<file path="src/rtl/dmem_arbiter.sv">
// Two-master round-robin arbiter for the shared dmem/MMIO slave port.
// Grants are combinational; a master may hold the port under lock for up to MAX_LOCK cycles.
module dmem_arbiter #(
  parameter int DW       = 32,
  parameter int AW       = 32,
  parameter int MAX_LOCK = 8
) (
  input  logic          clk,
  input  logic          rst,
  input  logic          m0_req,
  input  logic          m0_we,
  input  logic          m0_lock,
  input  logic [AW-1:0] m0_a,
  input  logic [DW-1:0] m0_wd,
  output logic          m0_gnt,
  output logic          m0_stall,
  output logic [DW-1:0] m0_rd,
  input  logic          m1_req,
  input  logic          m1_we,
  input  logic          m1_lock,
  input  logic [AW-1:0] m1_a,
  input  logic [DW-1:0] m1_wd,
  output logic          m1_gnt,
  output logic [DW-1:0] m1_rd,
  output logic          s_we,
  output logic [AW-1:0] s_a,
  output logic [DW-1:0] s_wd,
  input  logic [DW-1:0] s_rd
);
  localparam int CW = $clog2(MAX_LOCK + 1);

  typedef enum logic [1:0] {NONE, OWN0, OWN1} owner_t;

  logic          prio;
  owner_t        owner;
  logic [CW-1:0] lock_cnt;
  logic          g0, g1, lk;
  logic [CW:0]   cnt_inc;

  // Owner keeps the port while it requests; otherwise plain round-robin.
  always_comb begin
    g0 = 1'b0;
    g1 = 1'b0;
    if (!rst) begin
      if (owner == OWN0 && m0_req)      g0 = 1'b1;
      else if (owner == OWN1 && m1_req) g1 = 1'b1;
      else if (m0_req && m1_req) begin
        g0 = ~prio;
        g1 = prio;
      end else begin
        g0 = m0_req;
        g1 = m1_req;
      end
    end
  end

  assign lk      = g0 ? m0_lock : m1_lock;
  assign cnt_inc = {1'b0, lock_cnt} + 1'b1;

  assign m0_gnt   = g0;
  assign m1_gnt   = g1;
  assign m0_stall = m0_req & ~g0;
  assign s_a      = g1 ? m1_a  : m0_a;
  assign s_wd     = g1 ? m1_wd : m0_wd;
  assign s_we     = (g0 & m0_we) | (g1 & m1_we);
  assign m0_rd    = s_rd;
  assign m1_rd    = s_rd;

  always_ff @(posedge clk) begin
    if (rst) begin
      prio     <= 1'b0;
      owner    <= NONE;
      lock_cnt <= '0;
    end else if (g0 || g1) begin
      prio <= g0;
      // Ownership ends once the lock limit is reached, so prio hands over to the competitor.
      if (lk && cnt_inc < (CW+1)'(MAX_LOCK)) begin
        owner    <= g0 ? OWN0 : OWN1;
        lock_cnt <= cnt_inc[CW-1:0];
      end else begin
        owner    <= NONE;
        lock_cnt <= '0;
      end
    end else begin
      owner    <= NONE;
      lock_cnt <= '0;
    end
  end
endmodule

</file>
<file path="config.mk">
export PLATFORM = sky130hd
export DESIGN_NAME = dmem_arbiter
export DESIGN_NICKNAME = d
export VERILOG_FILES = /design/src/rtl/dmem_arbiter.sv
export SDC_FILE = /design/constraint.sdc
export NUM_CORES = 1
export LEC_CHECK = 0
export BUFFER_PORTS_ARGS = -buffer_cell sky130_fd_sc_hd__buf_2
export CORE_AREA = 2 2 118 120
export DETAILED_ROUTE_END_ITERATION = 7
export DIE_AREA = 0 0 120 122
export PLACE_DENSITY = 0.4
export SLEW_MARGIN = 20
export SYNTH_ARGS = -nofsm -noshare
export SYNTH_HDL_FRONTEND = slang
export SYNTH_SLANG_ARGS = --single-unit
</file>
<file path="constraint.sdc">
create_clock -name clk -period 4.45 [get_ports clk]
set_input_delay 0.2225 -clock clk [delete_from_list [all_inputs] [get_ports clk]]
set_output_delay 0.2225 -clock clk [all_outputs]
set_load 0.02 [all_outputs]
</file>
; Yosys cells after proc, flatten, opt, wreduce, memory -nomap -nowiden
; Index checks and enable logic that the tools add are counted.
[word_totals]
register_bits = 7
input_bits = 168
out_inout_bits = 132
elab_cells = 33
[op_classes]
addsub = 1
order_cmp = 1
n_eq_ne = 2
n_mux = 12
n_bitwise = 8
n_reduce_logical = 6
[ops]
columns = cell, count
row1 = $mux 32, 2
row2 = $mux 1, 9
row3 = $add 4x1->5 const B, 1
row4 = $lt 5x4->1 const B, 1
row5 = $logic_and 1x1->1, 4
row6 = $not 1->1, 4
row7 = $and 1x1->1, 3
row8 = $reduce_or 3->1, 1
row9 = $eq 2x1->1 const B, 1
row10 = $eq 2x2->1 const B, 1
row11 = $mux 2, 1
row12 = $logic_or 1x1->1, 1
row13 = $or 1x1->1, 1

; Depth between registers and ports, before layout
; Gate-level depths: netlist of the first run.
[logic_depth]
depth_word = 9
ltp_mapped = 5
depth_no_buf = 4

; Least setup slack after synthesis of the first run
; Ideal clock, no wire load.
[synth_timing]
kind = flip-flop to output port
startpoint = register owner[1]
endpoint = output s_a[10]
arrival_time_ps = 1676
t_required_ps = 4228
setup_slack_ps = 2552
path_stages_with_launch = 6
n_path_buf = 2
cell_sequence = dfxtp_1 and3b_1 a2111oi_4 buf_4 buf_6 mux2_1
[synth_via]
elab_chain_len = 6
word_cells_on_any_way = 8
cone_classes = eq/ne (2) / mux (4) / reduce/logical (2)
[synth_lines]
columns = item, line_no
row1 = from (decl), 35  ; owner_t owner;
row2 = from (signal assigned), 78  ; owner <= g0 ? OWN0 : OWN1;
row3 = $eq 2x2->1, 46  ; else if (owner == OWN1 && m1_req) g1 = 1'b1;
row4 = $logic_and 1x1->1, 46
row5 = $mux 1, 46
row6 = $mux 1 (*), 45  ; if (owner == OWN0 && m0_req) g0 = 1'b1;
row7 = $mux 1 (*), 44  ; if (!rst) begin
row8 = $mux 32 (*), 63  ; assign s_a = g1 ? m1_a : m0_a;
row9 = to (decl), 26  ; output logic [AW-1:0] s_a,
; Mark *: on every way between the ends. The rest lies on a longest branch, timed or not.

; Final worst setup path of the first run
[layout_timing]
startpoint = register owner[1]
endpoint = output s_wd[24]
[layout_via]
elab_chain_len = 6
word_cells_on_any_way = 8
cone_classes = eq/ne (2) / mux (4) / reduce/logical (2)
[layout_lines]
columns = item, line_no
row1 = $eq 2x2->1, 46
row2 = $logic_and 1x1->1, 46
row3 = $mux 1, 46
row4 = $mux 1 (*), 45
row5 = $mux 1 (*), 44
row6 = $mux 32 (*), 64  ; assign s_wd = g1 ? m1_wd : m0_wd;
row7 = to (decl), 27  ; output logic [DW-1:0] s_wd,
; Marks and branches as above.

==> impl_results.md, run 1 <==
* Comb pwr share at 0.521
* Root Driver: clkbuf_16
* DRT iter0 DRCs at 21
* Post-Synth XOR/XNOR Area at 0.005283
* Psw at 162.6 uW
* Simple-gate share of the synthesized area at 0.05887
* GRT overflow at 0
* Hold Slack at between 200 and 250 ps
* Synth top cells by count: buf_4, mux2_1, mux2_2, dfxtp_1, inv_1
* Initial DRT Pass Iterations at 4
* Placed cell area at ~2400 um^2
* Cts hold-fix bufs at 0
* Global-route wire length before repair at 7362 um
* RePlAce Congestion at 0.6758
* Die Y at 122 um
* CP arrival at around 2200 ps
* Boundary pin count at 300
* IO buf count at 203
* Worst Hold Path EP: owner[0]
* Top post-synthesis cells by area: buf_4, mux2_1, mux2_2
* Asr flop ratio synth at 0
* Hold Path Origin: m0_lock
* Sw frac at 0.3531
* Max FO, Critical Path at 41
* Max-cap violations at 0
* DRT antenna net count at 0
* Synthesized area per cell at around 9.3 um^2
* # diodes at 0
* Area leader, netlist: buf_4
* Fin crit share at 0.5529
* Setup crit end kind: primary output
* Die ar. at between 10000 and 15000 um^2
* Max Clock Freq at a little over 400 MHz
* Pwr/cell area at 188.0 nW/um^2
* Starting Density at 0.1228
* Skew-Pair Late Insertion Delay at 230 ps
* Detailed Route WL at 5317 um
* Worst rel slew slack at 0.6656
* Fin nets at 486
* Pint at about 300 uW
* Area share of the largest cell type after synthesis at 0.2943
* Vias in the first global route at 1574
* Buf/Inv on CP at 2
* # Post-CTS Setup Buffers at 0
* Synth Area in Compound Gates at 0.06792
* Largest family of logic cells by synthesized area: multiplexers
* Final Hold Viols at 0
* R2r endpoint: owner[1]
* Synthesis Warnings at 0
* Via count at 1761
* Crit Path Category: flop to primary output
* Inserted Clock Buffers at 3
* Setup TNS at 0 ps
* Fillers at 1508
* Most frequent cell after synthesis: buf_4
* Reg2reg setup slack at 3140 ps
* Worst slew pin tran at between 500 and 600 ps
* Peak supply drop at 244.9 uV
* RSZ-0062 raised after global routing: no
* CP max stage cell: buf_4
* Max clock buf depth at 2
* Worst path cell trace: and3b_1, a2111oi_4, buf_4, mux2_2, buf_2
* Core ar. at approximately 14000 um^2
* Layout cells sized above 1 at 0.7373
* Synthesized cell area at 1658 um^2
* Mux share of post-synthesis cell area at 0.4347
* Dpl hpwl at 4676 um
* Crit-path max cell delay at about 480 ps
* Post-synthesis cell count at approximately 180
* Required time worst endpoint at ~4200 ps
* Leakage at 1.253 nW
* Placement row count at 43
* Skew final at 0.5153 ps
* Die span in x at 120 um
* Antenna violations before repair at 0
* Hold Path Class: primary input to flop
* Area Growth Syn to Fin at 47.77%
* Clock power frac at 0.334
* Finish-stage setup viols at 0
* Dominant synthesized flop cell: dfxtp_1
* CTS tree: built
* Status: complete, no violations
* Largest net degree at the start of global routing at 42
* H-tree Lvls at 1
* Detail-routed via count per cell at between 3 and 4
* Top delay family on crit path: buffers and inverters
* Worst R2R Start: lock_cnt[0]
* Syn Nets at 347
* Sinks on Clock Net at 7
* Tot GR Track Use at 0.06281
* Seq/Total Area, Yosys at 0.08453
* Worst Hold Depth at 3
* Synth Register Bits at 7
* Avg WL per Cell at 10.72 um
* Sequential Power Share at 0.145
* Clock-pin slew on the worst setup and hold paths at 40 ps
* Slew Viols, Final at 0
* DRC violation count after routing at 0
* Critical path launch point type: flop
* Synth cell types at 28
* Post-synth EDFFs at 0
* Min cycle time layout at around 2500 ps
* Cell count of the worst reg-to-reg path at 4
* Post-CTS sizing at 0
* Final instance area at 2450 um^2
* Adder-Cell Fraction of Synth Area at 0.007547
* Core Util, Final at 0.1814
## power groups by stage
stage	Clock, mW	Combinational [mW]	Sequential [mW]
4_1_cts	0.157	0.242	0.0668
6_report	0.154	0.240	0.0668
5_1_grt	0.161	0.258	0.0671
3_5_place_dp	0	0.241	0.0678
2_1_floorplan	0	0.220	0.0673
3_3_place_gp	0	0.240	0.0677
## sequential cells by signal, summed over array words and instances (netlist names)
signal / count
prio: 1
lock_cnt: 4
owner: 2
## worst reg2reg max path, stage by stage, from the launching register on
cell,delay [ps]
dfxtp_1,330
ha_1,230
nor2b_1,110
a41oi_1,220
nor4b_1,310
## how the worst max path moves through the flow
stage / cells past startpoint / slack (ps) / from / to
2_1_floorplan: 5 / 2550 / owner[1] / s_a[10]
3_3_place_gp: 6 / 2250 / m0_req / s_wd[24]
3_5_place_dp: 6 / 2210 / m0_req / s_wd[24]
4_1_cts: 5 / 1980 / owner[1] / s_wd[24]
5_1_grt: 5 / 1880 / owner[1] / s_a[14]
6_report: 5 / 1990 / owner[1] / s_wd[24]
## stage by stage
stage,std cells,setup WS [ps],power (mW)
floorplan,178,2552,0.2877
global placement,492,2248,0.3077
detailed placement,492,2210,0.3086
CTS,496,1975,0.4659
global route,496,1875,0.4858
finish,496,1990,0.4606
## routing by layer
| metal | wire length, um | share of wire | GRT usage | up-vias |
|---|---|---|---|---|
| met4 | 22 | 0.0041 | 0.008824 | 0 |
| li1 | - | - | - | 832 |
| met3 | 800 | 0.15 | 0.03699 | 6 |
| met2 | 2174 | 0.41 | 0.08665 | 155 |
| met1 | 2320 | 0.44 | 0.08516 | 768 |
| met5 | 0 | 0 | 0 | - |
## final cells by class
type / count / area (um^2) / area share
sequential: 7 / 140.1 / 0.05720
inverter: 5 / 18.77 / 0.007661
clock buffer: 4 / 78.83 / 0.03218
timing repair buffer: 205 / 1031 / 0.4208
multi-input combinational: 95 / 955.9 / 0.3902
tap: 180 / 225.2 / 0.09193
## cells in the final DEF (no fill, tap or decap), types with 2 or more instances in the layout
| cell type | n |
|---|---|
| dfxtp_1 | 7 |
| mux2_1 | 40 |
| nand2_1 | 4 |
| nor2b_1 | 3 |
| inv_1 | 5 |
| mux2_2 | 24 |
| buf_2 | 203 |
| nand3b_1 | 2 |
| and3b_1 | 2 |
| buf_4 | 2 |
| clkbuf_16 | 3 |
| a211oi_1 | 3 |
| o211ai_1 | 2 |
## cell families after synthesis
kind of cell | Yosys count
simple gates | 16
flops | 7
xor+xnor | 1
mux | 64
other cells | 1
buf+inv | 76
compound gates | 12
fa+ha+maj | 1
(Power assumes the default switching activity.)
==> run 2, diff against run 1 <==
--- a/config.mk
+++ b/config.mk
@@ -6,10 +6,10 @@
 export NUM_CORES = 1
 export LEC_CHECK = 0
 export BUFFER_PORTS_ARGS = -buffer_cell sky130_fd_sc_hd__buf_2
-export CORE_AREA = 2 2 118 120
+export CORE_AREA = 2 2 115 117
 export DETAILED_ROUTE_END_ITERATION = 7
-export DIE_AREA = 0 0 120 122
-export PLACE_DENSITY = 0.4
+export DIE_AREA = 0 0 117 119
+export PLACE_DENSITY = 0.42
 export SLEW_MARGIN = 20
 export SYNTH_ARGS = -nofsm -noshare
 export SYNTH_HDL_FRONTEND = slang
==> constraint.sdc (replaced) <==
create_clock -name clk -period 2.3 [get_ports clk]
set_input_delay 0.115 -clock clk [delete_from_list [all_inputs] [get_ports clk]]
set_output_delay 0.115 -clock clk [all_outputs]
set_load 0.02 [all_outputs]
==> run 2 against run 1 <==
- final area rose by 0.82%
- critical path depth stayed put
- hold slack worse by 100 ps
- critical path type unchanged
- clock power increased by 90%
- cell count decreased by 0.81%
- critical endpoint is now s_a[20]
- largest cell class unchanged
- die area shrank 4.9%
- clock-buffer cell count unchanged
- highest routed layer unchanged
==> impl_results.md, run 2 (synthesis results as in run 1) <==
* Status: complete, no violations
* Worst R2R Start: lock_cnt[0]
* Root Driver: clkbuf_16
* Worst Hold Depth at 3
* # diodes at 0
* Placement row count at 42
* Largest net degree at the start of global routing at 35
* Number of flip-flops in the largest register at 4
* Avg WL per Cell at 11.84 um
* Finish-stage setup viols at 0
* Inserted Clock Buffers at 3
* Reg2reg setup slack at 960 ps
* Vias in the first global route at roughly 1600
* Core ar. at 12870 um^2
* Detailed Route WL at between 5000 and 6000 um
* Hold Slack at 127.8 ps
* Cell count of the worst reg-to-reg path at 4
* Non-Filler Instances at a little under 500
* Fin nets at 486
* Comb pwr share at 0.530
* Most frequent cells in the layout: buf_2, mux2_1, mux2_2, dfxtp_1, inv_1
* Layout cells sized above 1 at 0.7373
* Antenna violations before repair at 0
* Top flop regs: lock_cnt: 4 flops, owner: 2 flops, prio: 1 flops
* Slew Viols, Final at 0
* Dpl hpwl at 5064 um
* H-tree Lvls at 1
* Leakage at 1.259 nW
* CP arrival at 2090 ps
* Crit Path Category: flop to primary output
* Cts hold-fix bufs at 0
* Sinks on Clock Net at 7
* Psw at 316.0 uW
* # Post-CTS Setup Buffers at 0
* Initial DRT Pass Iterations at 4
* Skew-Pair Late Insertion Delay at 230 ps
* Worst rel slew slack at 0.6662
* Skew final at 0.9720 ps
* Detail-routed via count per cell at 3.587
* Hold Path Origin: m0_lock
* Via count at around 1800
* Hold Path Class: primary input to flop
* Die Y at between 100 and 150 um
* Max FO, Critical Path at 34
* Max clock buf depth at 2
* Final Hold Viols at 0
* RePlAce Congestion at 0.7560
* Setup TNS at 0 ps
* Critical path launch point type: flop
* Commonest non-fill, non-tap cell in the layout: buf_2
* Max Clock Freq at 453.9 MHz
* Worst Hold Path EP: owner[0]
* Clock power frac at 0.327
* Worst slew pin tran at 500.3 ps
* Total Power at between 800 and 900 uW
* GRT overflow at 0
* Starting Density at 0.1288
* Boundary pin count at 300
* Post-CTS sizing at 0
* Sequential Power Share at 0.144
* Min cycle time layout at 2203 ps
* R2r endpoint: owner[1]
* Tot GR Track Use at 0.07107
* DRT iter0 DRCs at 35
* RSZ-0062 raised after global routing: no
* IO buf count at 203
* Die span in x at approximately 120 um
* Die ar. at between 10000 and 15000 um^2
* CTS tree: built
* Clock-pin slew on the worst setup and hold paths at 40 ps
* Fillers at 1436
* Peak supply drop at 234.5 uV
* DRC violation count after routing at 0
* Top reg by flops: lock_cnt
* Cells after DPL at slightly below 500
* DRT antenna net count at 0
* Area Growth Syn to Fin at 48.98%
* Global-route wire length before repair at 7803 um
* Sw frac at 0.3520
* Fin crit share at 0.9579
* Pwr/cell area at 363.4 nW/um^2
* Max-cap violations at 0
* Required time worst endpoint at 2180 ps
* Pint at 581.6 uW
* Setup crit end kind: primary output
-- run 2: cell counts in the layout (fill, tap and decap cells not counted) --
No cell type changed its count.
-- run 2: layer usage --
layer	up-vias	wire length (um)	part of all wire	GRT usage
met1	786	2526	0.43	0.08998
met5	-	0	0	0
met2	143	2504	0.43	0.1105
met3	3	763	0.13	0.03562
met4	0	29	0.0050	0.01029
li1	833	-	-	-
-- run 2: power groups by stage --
stage | registers, mW | logic, mW | clock network (mW)
floorplan | 0.130 | 0.426 | 0
global placement | 0.131 | 0.473 | 0
detailed placement | 0.131 | 0.477 | 0
CTS | 0.129 | 0.480 | 0.298
global route | 0.130 | 0.516 | 0.305
finish | 0.129 | 0.475 | 0.293
-- run 2: per-stage QoR --
stage | cell area (um^2) | util | setup WS (ps)
final | 2470 | 0.1918 | 96.94
after global routing | 2470 | 0.1918 | 2.623
after CTS | 2470 | 0.1918 | 5.302
after detailed placement | 2391 | 0.1857 | 249.6
after global placement | 2391 | 0.1857 | 286.7
after floorplan | 1658 | - | 509.5
-- run 2: critical path: stages (launching register included) --
cell and delay [ps]:
dfxtp_1 310, nand2b_1 190, a2111oi_4 460, buf_12 270
mux2_1 410, buf_2 190
-- run 2: worst max-delay path by stage --
stage	startpoint	endpoint	slack [ps]
final	owner[0]	s_a[20]	100
after global routing	owner[0]	s_a[20]	3
after CTS	owner[1]	s_a[20]	5
after detailed placement	owner[1]	s_a[20]	250
after global placement	owner[1]	s_a[20]	290
after floorplan	owner[1]	s_a[10]	510
-- run 2: cell type report --
cell class / count / area [um^2] / share of cell area
well taps: 176 / 220.2 / 0.08916
flip-flops and latches: 7 / 140.1 / 0.05674
multi-input cells: 95 / 955.9 / 0.3870
clock buffers: 4 / 78.83 / 0.03191
repair buffers: 205 / 1056 / 0.4276
inverters: 5 / 18.77 / 0.007599
